--- src/rtl/periph_pkg.sv ---
// Shared types and constants for the peripheral receive path.
// Holds the FIFO occupancy state encoding and the status counter width.
package periph_pkg;

  typedef enum logic [1:0] {
    EMPTY   = 2'd0,
    PARTIAL = 2'd1,
    FULL    = 2'd2
  } occ_state_t;

  localparam int CNT_W = 16;

  // Saturating increment: sticks at all-ones instead of wrapping.
  function automatic logic [CNT_W-1:0] sat_inc(input logic [CNT_W-1:0] v);
    return (v == '1) ? v : v + 1'b1;
  endfunction

endpackage

--- src/rtl/periph_fifo.sv ---
// Word storage and read/write pointers for periph_receiver.
// Keeps the head word in its own register so the output never sees the input directly.
module periph_fifo #(
  parameter int DEPTH  = 4,
  parameter int DATA_W = 32
) (
  input  logic              clk,
  input  logic              rst_n,
  input  logic              push,
  input  logic              pop,
  input  logic              empty,
  input  logic [DATA_W-1:0] din,
  output logic [DATA_W-1:0] head,
  output logic              last_slot,
  output logic              last_word
);

  localparam int PTR_W = $clog2(DEPTH);

  logic [DATA_W-1:0] mem [DEPTH];
  logic [PTR_W-1:0]  wr_ptr;
  logic [PTR_W-1:0]  rd_ptr;
  logic [PTR_W-1:0]  wr_inc;
  logic [PTR_W-1:0]  rd_inc;

  // DEPTH is a power of two, so the natural pointer wrap is the modulo.
  assign wr_inc    = wr_ptr + 1'b1;
  assign rd_inc    = rd_ptr + 1'b1;
  assign last_slot = (wr_inc == rd_ptr);
  assign last_word = (rd_inc == wr_ptr);

  always_ff @(posedge clk) begin
    if (push) begin
      mem[wr_ptr] <= din;
    end
  end

  always_ff @(posedge clk or negedge rst_n) begin
    if (!rst_n) begin
      wr_ptr <= '0;
      rd_ptr <= '0;
    end else begin
      if (push) begin
        wr_ptr <= wr_inc;
      end
      if (pop) begin
        rd_ptr <= rd_inc;
      end
    end
  end

  // The head register tracks what will sit at rd_ptr after this edge.
  always_ff @(posedge clk or negedge rst_n) begin
    if (!rst_n) begin
      head <= '0;
    end else if (pop) begin
      if (!last_word) begin
        head <= mem[rd_inc];
      end else if (push) begin
        head <= din;
      end
    end else if (push && empty) begin
      head <= din;
    end
  end

endmodule

--- src/rtl/periph_receiver.sv ---
// Receives CPU words into a small FIFO, tracks occupancy, drops and status counters.
// Optional running XOR checksum enabled by defining PERIPH_RECEIVER_CHECKSUM_EN.
module periph_receiver
  import periph_pkg::*;
#(
  parameter int DEPTH  = 4,
  parameter int DATA_W = 32
) (
  input  logic              clk_periph,
  input  logic              rst_periph,
  input  logic              inSEND_periph,
  input  logic [DATA_W-1:0] inDATA_periph,
  input  logic              inREADY_periph,
  input  logic              inCLR_periph,
  output logic              outACK_periph,
  output logic              outVALID_periph,
  output logic [DATA_W-1:0] outDATA_periph,
  output logic              outOVF_periph,
  output logic [CNT_W-1:0]  outDROP_periph,
  output logic [CNT_W-1:0]  outRXCNT_periph,
  output logic [DATA_W-1:0] outCHK_periph
);

  occ_state_t state;
  occ_state_t state_nxt;
  logic       push;
  logic       pop;
  logic       full;
  logic       empty;
  logic       drop_evt;
  logic       last_slot;
  logic       last_word;

  assign empty           = (state == EMPTY);
  assign full            = (state == FULL);
  assign outVALID_periph = !empty;
  assign pop             = outVALID_periph && inREADY_periph;
  // A full FIFO still accepts when the head leaves on the same edge.
  assign push            = inSEND_periph && (!full || pop);
  assign drop_evt        = inSEND_periph && full && !pop;

  periph_fifo #(
    .DEPTH (DEPTH),
    .DATA_W(DATA_W)
  ) u_fifo (
    .clk      (clk_periph),
    .rst_n    (rst_periph),
    .push     (push),
    .pop      (pop),
    .empty    (empty),
    .din      (inDATA_periph),
    .head     (outDATA_periph),
    .last_slot(last_slot),
    .last_word(last_word)
  );

  always_ff @(posedge clk_periph or negedge rst_periph) begin
    if (!rst_periph) begin
      state <= EMPTY;
    end else begin
      state <= state_nxt;
    end
  end

  always_comb begin
    state_nxt = state;
    case (state)
      EMPTY: begin
        if (push) begin
          state_nxt = PARTIAL;
        end
      end
      PARTIAL: begin
        if (push && !pop && last_slot) begin
          state_nxt = FULL;
        end else if (pop && !push && last_word) begin
          state_nxt = EMPTY;
        end
      end
      FULL: begin
        if (pop && !push) begin
          state_nxt = PARTIAL;
        end
      end
      default: state_nxt = EMPTY;
    endcase
  end

  always_ff @(posedge clk_periph or negedge rst_periph) begin
    if (!rst_periph) begin
      outACK_periph   <= 1'b0;
      outRXCNT_periph <= '0;
    end else begin
      outACK_periph <= push;
      if (push) begin
        outRXCNT_periph <= outRXCNT_periph + 1'b1;
      end
    end
  end

  // Clear takes priority over a drop landing on the same edge.
  always_ff @(posedge clk_periph or negedge rst_periph) begin
    if (!rst_periph) begin
      outOVF_periph  <= 1'b0;
      outDROP_periph <= '0;
    end else if (inCLR_periph) begin
      outOVF_periph  <= 1'b0;
      outDROP_periph <= '0;
    end else if (drop_evt) begin
      outOVF_periph  <= 1'b1;
      outDROP_periph <= sat_inc(outDROP_periph);
    end
  end

`ifdef PERIPH_RECEIVER_CHECKSUM_EN
  always_ff @(posedge clk_periph or negedge rst_periph) begin
    if (!rst_periph) begin
      outCHK_periph <= '0;
    end else if (push) begin
      outCHK_periph <= outCHK_periph ^ inDATA_periph;
    end
  end
`else
  assign outCHK_periph = '0;
`endif

endmodule

--- config.mk ---
export PLATFORM = sky130hd
export DESIGN_NAME = periph_receiver
export DESIGN_NICKNAME = d
export VERILOG_FILES = /design/src/rtl/periph_pkg.sv /design/src/rtl/periph_fifo.sv /design/src/rtl/periph_receiver.sv
export SDC_FILE = /design/constraint.sdc
export NUM_CORES = 1
export LEC_CHECK = 0
export CORE_ASPECT_RATIO = 0.5
export CORE_UTILIZATION = 55
export CTS_CLUSTER_SIZE = 10
export DETAILED_ROUTE_END_ITERATION = 6
export PLACE_DENSITY = 0.87
export SYNTH_ARGS = -nofsm -noshare
export SYNTH_HDL_FRONTEND = slang
export SYNTH_SLANG_ARGS = --single-unit
--- constraint.sdc ---
create_clock -name clk_periph -period 5.2 [get_ports clk_periph]
set_input_delay 1.04 -clock clk_periph [delete_from_list [all_inputs] [get_ports clk_periph]]
set_output_delay 1.04 -clock clk_periph [all_outputs]
set_load 0.02 [all_outputs]
==> flow_metrics.tcl <==
set metrics [dict create \
    outcome "complete, no violations" \
    synth_warnings 0 \
    synth_compound_area_share_pct 8.94 \
    drt-initial-drc-count 606 \
    start_util_pct 57.9 \
    cap_violations 0 \
    fin_skew_ns 0.00965 \
    synth_cells 596 \
    groute.usage.overall_pct 25.5 \
    drive_above_1_share_pct 12.6 \
    fin_crit_ns 3.30 \
    wl_um 19700 \
    final_util_pct 69.3 \
    rr_worst_depth 5 \
    clk-insertion-delay-late_ns 0.44 \
    cp-end-kind "flop" \
    die_w_um 179 \
    hold_viol 0 \
    p_per_area_nw_per_um2 561 \
    grt_overflow 0 \
    wl_per_cell_um 22.0 \
    ir_drop_v 0.000304 \
    gp_congestion 0.884 \
    final_nets 726 \
    core_area_sq_um 14900 \
    fp.dieH_um 90.4 \
    synthMuxAreaShare_pct 9.51 \
    synth_area_per_cell_sq_um 14.4 \
    rsz0062_at_grt "no" \
    synth.top_cell.area_share_pct 44.7 \
    synth_top_family_by_area "multiplexers" \
    n_antenna_cell 0 \
    postCtsHoldBufs 0 \
    die-area_sq_um 16200 \
    synth_xor_area_share_pct 2.12 \
    holdCritPathClass "reg -> reg" \
    cts_tree "built" \
    route.detailed.drc 0 \
    dr.pass1.iters 6 \
    critical_path.max_fanout 14 \
    ys_async_sr_fraction_pct 36.0 \
    first_global_vias 5637 \
    cts_buffers 17 \
    hold_depth 1 \
    vias 5614 \
    post-dp-hpwl_um 10700 \
    hold-path-endpoint "outRXCNT_periph[15]$_DFFE_PN0N_" \
    min-delay-start "outRXCNT_periph[15]$_DFFE_PN0N_" \
    finalSetupViolations 0 \
    finalMaxSlewViolations 0 \
    worst_r2r_endpoint "u_fifo.head[11]$_DFFE_PN0P_" \
    antenna_found_initial 0 \
    placementRows 31 \
    synth_edf_count 128 \
    synthSimpleGateAreaFrac_pct 7.84 \
    via_per_inst 6.28 \
    clk_pin_slew_ns 0.08 \
    clock_path_buffers 2 \
    rrSetupSlack_ns 2.59 \
    io_pins 136 \
    fmax_mhz 303 \
    root_buffer "clkbuf_16" \
    synth_cell_types 55 \
    ys.flop_type "edfxtp_1" \
    crit_arrival_ns 3.63 \
    reg2reg_from "state[1]$_DFFE_PN0P_" \
    grt_pass1_wl_um 30800 \
    netlist_top_cells_count "edfxtp_1, dfrtp_1, nand3_1" \
    leakage_nw 3.67 \
    port-buffer-count 103 \
    ant_nets 0 \
    syn-cell-area_sq_um 8600 \
    critPathKind "in -> reg" \
    cts_resized 0 \
    synthAdderAreaFrac_pct 0.873 \
    worst_pin_slew_ns 1.21 \
    seq_area_frac_synth_pct 65.6 \
    postCtsSetupBuffers 0 \
    area_growth_pct 19.6 \
    required_ns 5.53 \
    ys_ff_latch 200 \
    netlist.top_cell.by_area "edfxtp_1" \
    relSlewSlack_pct 19.2 \
    h-tree-depth 4 \
    yosysMostFrequentCell "edfxtp_1" \
    synth.area.top_cells "edfxtp_1, dfrtp_1, mux4_2" \
    clock-sinks 200 \
    tns_ns 0 \
    grt_start_max_net_pins 73 \
    critPathLaunchType "input port" \
    post-route-period-util_pct 63.5 \
    timing.hold.ws_ns 0.483 \
]
[cell type report]
type / instances / area (sq um)
Fill cell: 912 / 4560
Clock buffer: 17 / 425
Inverter: 7 / 26.3
Timing Repair Buffer: 108 / 1070
Tap cell: 198 / 248
Sequential cell: 200 / 5650
Clock inverter: 15 / 203
Multi-Input combinational cell: 349 / 2680
[metrics by stage]
step                instances  cell area, sq um  worst slack [ns]  power [W]
CTS                       894             10300              1.90    0.00577
floorplan                 627              8720              2.61    0.00361
finish                    894             10300              1.90    0.00577
detailed placement        862              9660              1.49    0.00437
global placement          862              9660              1.58    0.00427
global route              894             10300              1.78    0.00600
[worst max-delay path: stages]
cell and delay, ns:
clkdlybuf4s50_1 0.74, nor4bb_2 0.87, o2111ai_4 0.25, or4_1 0.53, a21oi_1 0.20
[layout by cell type (no fill, tap or decap), types with 3 or more instances in the layout]
cell type        count
clkdlybuf4s50_1    102
and3_1               5
nand2_1             12
nor2_1              10
a21oi_1             40
conb_1              32
xor2_1               8
ha_1                 6
a31oi_1             33
clkinv_8             7
inv_6                3
mux2_1               3
mux2_2               3
edfxtp_1           128
and2_1               3
dfrtp_1             71
buf_4                6
and3_2               4
nor3_1              11
xnor2_1             11
mux4_2              32
nor2b_1              5
or4_1                4
o21ai_0             37
nor4_1               3
clkbuf_16           17
nand3_1             44
o31ai_1              4
nor3b_1              3
inv_1                7
[power breakdown]
part | internal [W] | total [W] | switching, W | leakage [nW]
sequential | 0.00210 | 0.00231 | 0.000211 | 2.06
combinational | 0.000857 | 0.00209 | 0.00123 | 1.31
clock | 0.000697 | 0.00137 | 0.000675 | 0.300
[kinds of logic after synthesis]
| group | count (synthesis) |
|---|---|
| xor+xnor | 20 |
| buf+inv | 78 |
| fa+ha+maj | 6 |
| flops | 200 |
| mux | 41 |
| simple gates | 121 |
| compound gates | 129 |
| other cells | 1 |
[metal layers]
layer  GRT usage [%]  part of all wire (%)  up-vias
met5               0                     0        -
met4            11.3                   2.7        0
met3            4.97                   8.4       46
met2            42.4                    50      357
met1            32.8                    39     2804
li1                -                     -     2407
[state kept, by name, indices dropped and copies added, names as in the netlist]
register	flops
u_fifo.wr_ptr	2
outDROP_periph	16
state	2
outOVF_periph	1
outACK_periph	1
u_fifo.rd_ptr	2
outRXCNT_periph	16
u_fifo.head	32
u_fifo.mem	128
[worst max path at each step]
stage,from,endpoint,slack [ns]
detailed placement,inSEND_periph,outDROP_periph[7]$_DFFE_PN0P_,1.49
floorplan,inREADY_periph,u_fifo.mem[0][0]$_DFFE_PP_,2.61
global route,inSEND_periph,outDROP_periph[7]$_DFFE_PN0P_,1.78
CTS,inSEND_periph,outDROP_periph[7]$_DFFE_PN0P_,1.90
finish,inSEND_periph,outDROP_periph[7]$_DFFE_PN0P_,1.90
global placement,inSEND_periph,outDROP_periph[11]$_DFFE_PN0P_,1.58
Power figures use the tool's default switching activity.
